$ cat src/rtl/alu_pkg.sv
// Shared opcode encoding and default width for the execute-stage ALU.
package alu_pkg;

   localparam int unsigned ALU_WIDTH  = 8;
   localparam int unsigned OP_WIDTH   = 4;

   typedef enum logic [OP_WIDTH-1:0] {
      OP_ADD   = 4'b0000,
      OP_SUB   = 4'b0001,
      OP_AND   = 4'b0010,
      OP_OR    = 4'b0011,
      OP_XOR   = 4'b0100,
      OP_NOT   = 4'b0101,
      OP_SHL   = 4'b0110,
      OP_SHR   = 4'b0111,
      OP_ASR   = 4'b1000,
      OP_ROL   = 4'b1001,
      OP_ROR   = 4'b1010,
      OP_INC   = 4'b1011,
      OP_DEC   = 4'b1100,
      OP_SLTU  = 4'b1101,
      OP_PASSA = 4'b1110,
      OP_PASSB = 4'b1111
   } alu_op_e;

endpackage : alu_pkg

$ cat src/rtl/alu_unit_comb.sv
// Combinational ALU datapath: opcode decode, result selection and flag generation.
module alu_unit_comb
   import alu_pkg::*;
#(
   parameter int unsigned WIDTH = ALU_WIDTH
) (
   input  logic [WIDTH-1:0]    a,
   input  logic [WIDTH-1:0]    b,
   input  logic [OP_WIDTH-1:0] opcode,
   output logic [WIDTH-1:0]    result_c,
   output logic                zero_c,
   output logic                carry_c
);

   alu_op_e      op;
   logic [WIDTH:0] add_full;
   logic [WIDTH:0] sub_full;
   logic           a_lt_b;

   assign op = alu_op_e'(opcode);

   // Extended add/sub so the top bit is the carry or borrow.
   assign add_full = {1'b0, a} + {1'b0, b};
   assign sub_full = {1'b0, a} - {1'b0, b};
   assign a_lt_b   = (a < b);

   always_comb begin
      result_c = '0;
      carry_c  = 1'b0;
      case (op)
         OP_ADD: begin
            result_c = add_full[WIDTH-1:0];
            carry_c  = add_full[WIDTH];
         end
         OP_SUB: begin
            result_c = sub_full[WIDTH-1:0];
            carry_c  = sub_full[WIDTH];
         end
         OP_AND:   result_c = a & b;
         OP_OR:    result_c = a | b;
         OP_XOR:   result_c = a ^ b;
         OP_NOT:   result_c = ~a;
         OP_SHL: begin
            result_c = {a[WIDTH-2:0], 1'b0};
            carry_c  = a[WIDTH-1];
         end
         OP_SHR: begin
            result_c = {1'b0, a[WIDTH-1:1]};
            carry_c  = a[0];
         end
         OP_ASR: begin
            result_c = {a[WIDTH-1], a[WIDTH-1:1]};
            carry_c  = a[0];
         end
         OP_ROL: begin
            result_c = {a[WIDTH-2:0], a[WIDTH-1]};
            carry_c  = a[WIDTH-1];
         end
         OP_ROR: begin
            result_c = {a[0], a[WIDTH-1:1]};
            carry_c  = a[0];
         end
         OP_INC: begin
            result_c = a + WIDTH'(1);
            carry_c  = &a;
         end
         OP_DEC: begin
            result_c = a - WIDTH'(1);
            carry_c  = ~|a;
         end
         OP_SLTU: begin
            result_c = {{(WIDTH-1){1'b0}}, a_lt_b};
            carry_c  = a_lt_b;
         end
         OP_PASSA: result_c = a;
         OP_PASSB: result_c = b;
      endcase
   end

   assign zero_c = (result_c == '0);

endmodule : alu_unit_comb

$ cat src/rtl/alu_unit.sv
// Registered single-cycle ALU: enable-gated output registers around alu_unit_comb.
module alu_unit
   import alu_pkg::*;
#(
   parameter int unsigned WIDTH = ALU_WIDTH
) (
   input  logic                clk,
   input  logic                rst_n,
   input  logic                en,
   input  logic [WIDTH-1:0]    a,
   input  logic [WIDTH-1:0]    b,
   input  logic [OP_WIDTH-1:0] opcode,
   output logic [WIDTH-1:0]    result,
   output logic                zero,
   output logic                carry,
   output logic                valid
);

   logic [WIDTH-1:0] alu_result_c;
   logic             alu_zero_c;
   logic             alu_carry_c;

   logic [WIDTH-1:0] result_d, result_q;
   logic             zero_d,   zero_q;
   logic             carry_d,  carry_q;
   logic             valid_d,  valid_q;

   alu_unit_comb #(
      .WIDTH (WIDTH)
   ) u_comb (
      .a        (a),
      .b        (b),
      .opcode   (opcode),
      .result_c (alu_result_c),
      .zero_c   (alu_zero_c),
      .carry_c  (alu_carry_c)
   );

   // Outputs hold while disabled; valid tracks whether this edge was enabled.
   always_comb begin
      result_d = result_q;
      zero_d   = zero_q;
      carry_d  = carry_q;
      valid_d  = en;
      if (en) begin
         result_d = alu_result_c;
         zero_d   = alu_zero_c;
         carry_d  = alu_carry_c;
      end
   end

   always_ff @(posedge clk or negedge rst_n) begin
      if (!rst_n) begin
         result_q <= '0;
         zero_q   <= 1'b1;
         carry_q  <= 1'b0;
         valid_q  <= 1'b0;
      end else begin
         result_q <= result_d;
         zero_q   <= zero_d;
         carry_q  <= carry_d;
         valid_q  <= valid_d;
      end
   end

   assign result = result_q;
   assign zero   = zero_q;
   assign carry  = carry_q;
   assign valid  = valid_q;

endmodule : alu_unit

$ cat config.mk
export PLATFORM = sky130hd
export DESIGN_NAME = alu_unit
export DESIGN_NICKNAME = d
export VERILOG_FILES = /design/src/rtl/alu_pkg.sv /design/src/rtl/alu_unit_comb.sv /design/src/rtl/alu_unit.sv
export SDC_FILE = /design/constraint.sdc
export NUM_CORES = 1
export LEC_CHECK = 0
export CAP_MARGIN = 10
export CORE_AREA = 2 2 107 109
export CTS_BUF_LIST = sky130_fd_sc_hd__clkbuf_8
export DETAILED_ROUTE_END_ITERATION = 7
export DIE_AREA = 0 0 109 111
export DONT_BUFFER_PORTS = 1
export GPL_TIMING_DRIVEN = 0
export PLACE_DENSITY_LB_ADDON = 0.1
export SYNTH_ARGS = -nofsm -noshare
export SYNTH_HDL_FRONTEND = slang
export SYNTH_SLANG_ARGS = --single-unit
$ cat constraint.sdc
create_clock -name clk -period 1.64 [get_ports clk]
set_input_delay 0.328 -clock clk [delete_from_list [all_inputs] [get_ports clk]]
set_output_delay 0.328 -clock clk [all_outputs]
set_load 0.02 [all_outputs]
==> results of run 1 <==
## what timing repair did
item                                    CTS  global route
pin swaps                                36            18
setup buffers                            33             1
hold buffers                              1             0
gates resized for setup                  90            21
endpoints found under the setup margin   10            10
hold endpoints to repair                 11             0
## registers in the layout, summed over array words and instances (netlist names)
register  flops
zero          1
valid         1
carry         1
result        8
## stage by stage
step | setup slack [ns] | utilization | hold slack [ns]
floorplan | -0.840 | - | 0.0324
global placement | -1.23 | 0.276 | 0.0326
detailed placement | -1.24 | 0.276 | 0.0326
CTS | -0.814 | 0.345 | 0.115
global route | -0.837 | 0.355 | 0.103
finish | -0.789 | 0.355 | 0.121
## per-layer routing
| metal | vias to the layer above | wire length [um] |
|---|---|---|
| met5 | - | 0 |
| met4 | 0 | 316 |
| met3 | 20 | 689 |
| met2 | 131 | 5480 |
| met1 | 1505 | 5000 |
| li1 | 1424 | - |
## synth_stat cells, drive strengths merged, types with 3 or more instances
library cell,number,share of area
nor2,32,0.045
inv,27,0.038
ha,25,0.12
o21ai,21,0.040
nand2,20,0.028
a21oi,17,0.032
buf,14,0.034
clkbuf,13,0.018
nor3,12,0.023
dfrtp,10,0.094
mux2i,10,0.042
xnor2,10,0.033
nor4,9,0.024
nand2b,8,0.019
nand3,8,0.015
nor2b,7,0.017
a211oi,6,0.019
o211ai,6,0.017
mux2,5,0.021
nor3b,5,0.014
o21bai,5,0.014
a22oi,4,0.011
a32o,4,0.015
a32oi,4,0.013
o31ai,4,0.011
o32ai,4,0.013
a2111oi,3,0.0099
a31oi,3,0.0071
and3,3,0.0071
o2111ai,3,0.0099
o21a,3,0.0085
or3b,3,0.0099
## final timing paths
kind | startpoint | endpoint | slack, ns | cells after the start
worst max-delay path | opcode[0] | zero | -0.79 | 12
worst min-delay path | en | valid | 0.12 | 0
worst max register to register | result[5] | result[5] | 0.77 | 1
worst min register to register | zero | zero | 0.55 | 2
max in group asynchronous | rst_n | zero | 0.79 | 1
min in group asynchronous | rst_n | result[7] | 0.50 | 1
## area by class of cell
class,count,area [um2]
clock buffers,3,41.3
fillers,1133,7150
flip-flops and latches,11,277
inverters,29,134
clock inverters,1,3.75
plain buffers,26,352
well taps,143,179
multi-input cells,291,2620
repair buffers,35,319
## worst max-delay path: stages
cell	delay (ns)
and4bb_2	0.28
buf_6	0.12
xnor2_4	0.12
ha_4	0.22
mux2i_1	0.12
a211oi_1	0.08
o21ai_1	0.17
o41ai_1	0.11
a31oi_1	0.18
buf_4	0.17
or4b_1	0.46
o32ai_2	0.21
## where the power goes
group	switching, mW	internal (mW)	leakage, nW
logic	0.575	0.544	1.33
clock network	0.0950	0.164	0.0269
registers	0.0781	0.313	0.130
total	0.748	1.02	1.48
## cells by family after synthesis
family          synth area share
flops                      0.104
simple gates               0.268
buf+inv                   0.0934
xor+xnor                  0.0330
mux                       0.0636
compound gates             0.301
fa+ha+maj                  0.137
==> run summary, run 1 <==
outcome - finished, violations left
failing checks - setup timing
Worst Tran Pin Value - 0.800 ns
gr ovfl total - 0
placed insts - 501
clk buf depth - 2
Critical Path Start Type - input pin
Area Growth Syn to Fin - 48.0%
M2 GR Usage - 0.303
Fmax - 0.412 GHz
power density cells - 450 nW/um2
M1 GR Usage - 0.265
relative slew slack - 0.463
Cell Area, Placed - 3060 um2
Final WS setup - -0.789 ns
GRT Total Usage - 0.190
Clock Skews - 0 ns
Final #Nets - 447
clk sinks - 11
Root Driver - clkbuf_8
largest net degree at the start of global routing - 12
via count - 3080
DR iter-0 viols - 235
RSZ-0062 raised after global routing - true
starting density of the core - 0.240
kind of critical path - input pin to flip-flop
site row count - 39
htree depth - 1
die height - 111 um
initial antenna violation count - 0
via/cell ratio - 5.71
GR peak layer - met2
port buffer count - 0
Synth Flop Type - dfrtp_1
first-pass GRT wire length - 17800 um
CTS tree - yes
fin. max-slew vios - 0
cts bufs inserted - 3
hold crit path type - input pin to flip-flop
maxcap violations - 0
Arr. time, crit path - 2.58 ns
vias in the first global route - 3028
setup TNS - -4.37 ns
placed wire-length estimate - 8480 um
gpl congestion - 0.872
core area - 11100 um2
worst skew pair latency - 0.23 ns
GR Util met3 - 0.0241
Leak - 1.48 nW
Power, Total - 1.77 mW
layout cells sized above 1 - 0.356
DRC - 0
Final period util - 1.48
crit end category - flip-flop
Mapped Cells - 358
Avg Cell Area, Syn - 7.41 um2
Die Wd - 109 um
Avg WL per Cell - 21.3 um
Antenna diodes - 0
synthesized area - 2650 um2
CP required - 1.79 ns
syn nets - 408
YS warnings - 0
WL final - 11500 um
Max IR drop VDD - 0.358 mV
final cell count without fillers - 539
fin crit period - 2.43 ns
# setup viols final - 10
sequential-to-total area share from yosys stat - 0.104
most common cell after layout, fill and taps aside - nor2_1
I/O pin count - 34
worst-path fanout max - 7
Post-synth EDFFs - 0
first-pass detailed-route iteration total - 5
ys async rst share - 1.00
count of cell types in the netlist - 75
#FFs+latches synth - 11
final hold viol count - 0
Final Cell Area - 3930 um2
most frequent cells in the layout - 28 x nor2_1, 23 x buf_4, 21 x inv_1
clk slew on worst S/H paths - 0.05 ns
Die Footprint - 12100 um2
ANT nets after route - 0
No activity file was read; power rests on OpenSTA's default activity.
==> run 2: changes to the inputs <==
--- a/config.mk
+++ b/config.mk
@@ -6,5 +6,4 @@
 export NUM_CORES = 1
 export LEC_CHECK = 0
-export CAP_MARGIN = 10
 export CORE_AREA = 2 2 107 109
 export CTS_BUF_LIST = sky130_fd_sc_hd__clkbuf_8
@@ -14,4 +13,5 @@
 export GPL_TIMING_DRIVEN = 0
 export PLACE_DENSITY_LB_ADDON = 0.1
+export SLEW_MARGIN = 15
 export SYNTH_ARGS = -nofsm -noshare
 export SYNTH_HDL_FRONTEND = slang
==> constraint.sdc (replaced) <==
create_clock -name clk -period 1.64 [get_ports clk]
set_input_delay 0.246 -clock clk [delete_from_list [all_inputs] [get_ports clk]]
set_output_delay 0.246 -clock clk [all_outputs]
set_load 0.02 [all_outputs]
==> results of run 2 <==
Same layout as run 1 (identical final DEF). Status: finished, violations left: setup timing.
Among the figures that moved: setup slack after placement -1.24 ns -> -1.16 ns; setup slack after layout -0.789 ns -> -0.707 ns; setup TNS -4.37 ns -> -3.55 ns; hold slack 0.121 ns -> 0.0388 ns
==> run 3: changes to the inputs <==
Settings changed: GPL_ROUTABILITY_DRIVEN set to 1.
==> results of run 3 <==
Same layout as run 1 (identical final DEF). Status: finished, violations left: setup timing.
Among the figures that moved: setup slack after placement -1.24 ns -> -1.16 ns; setup slack after layout -0.789 ns -> -0.707 ns; setup TNS -4.37 ns -> -3.55 ns; hold slack 0.121 ns -> 0.0388 ns
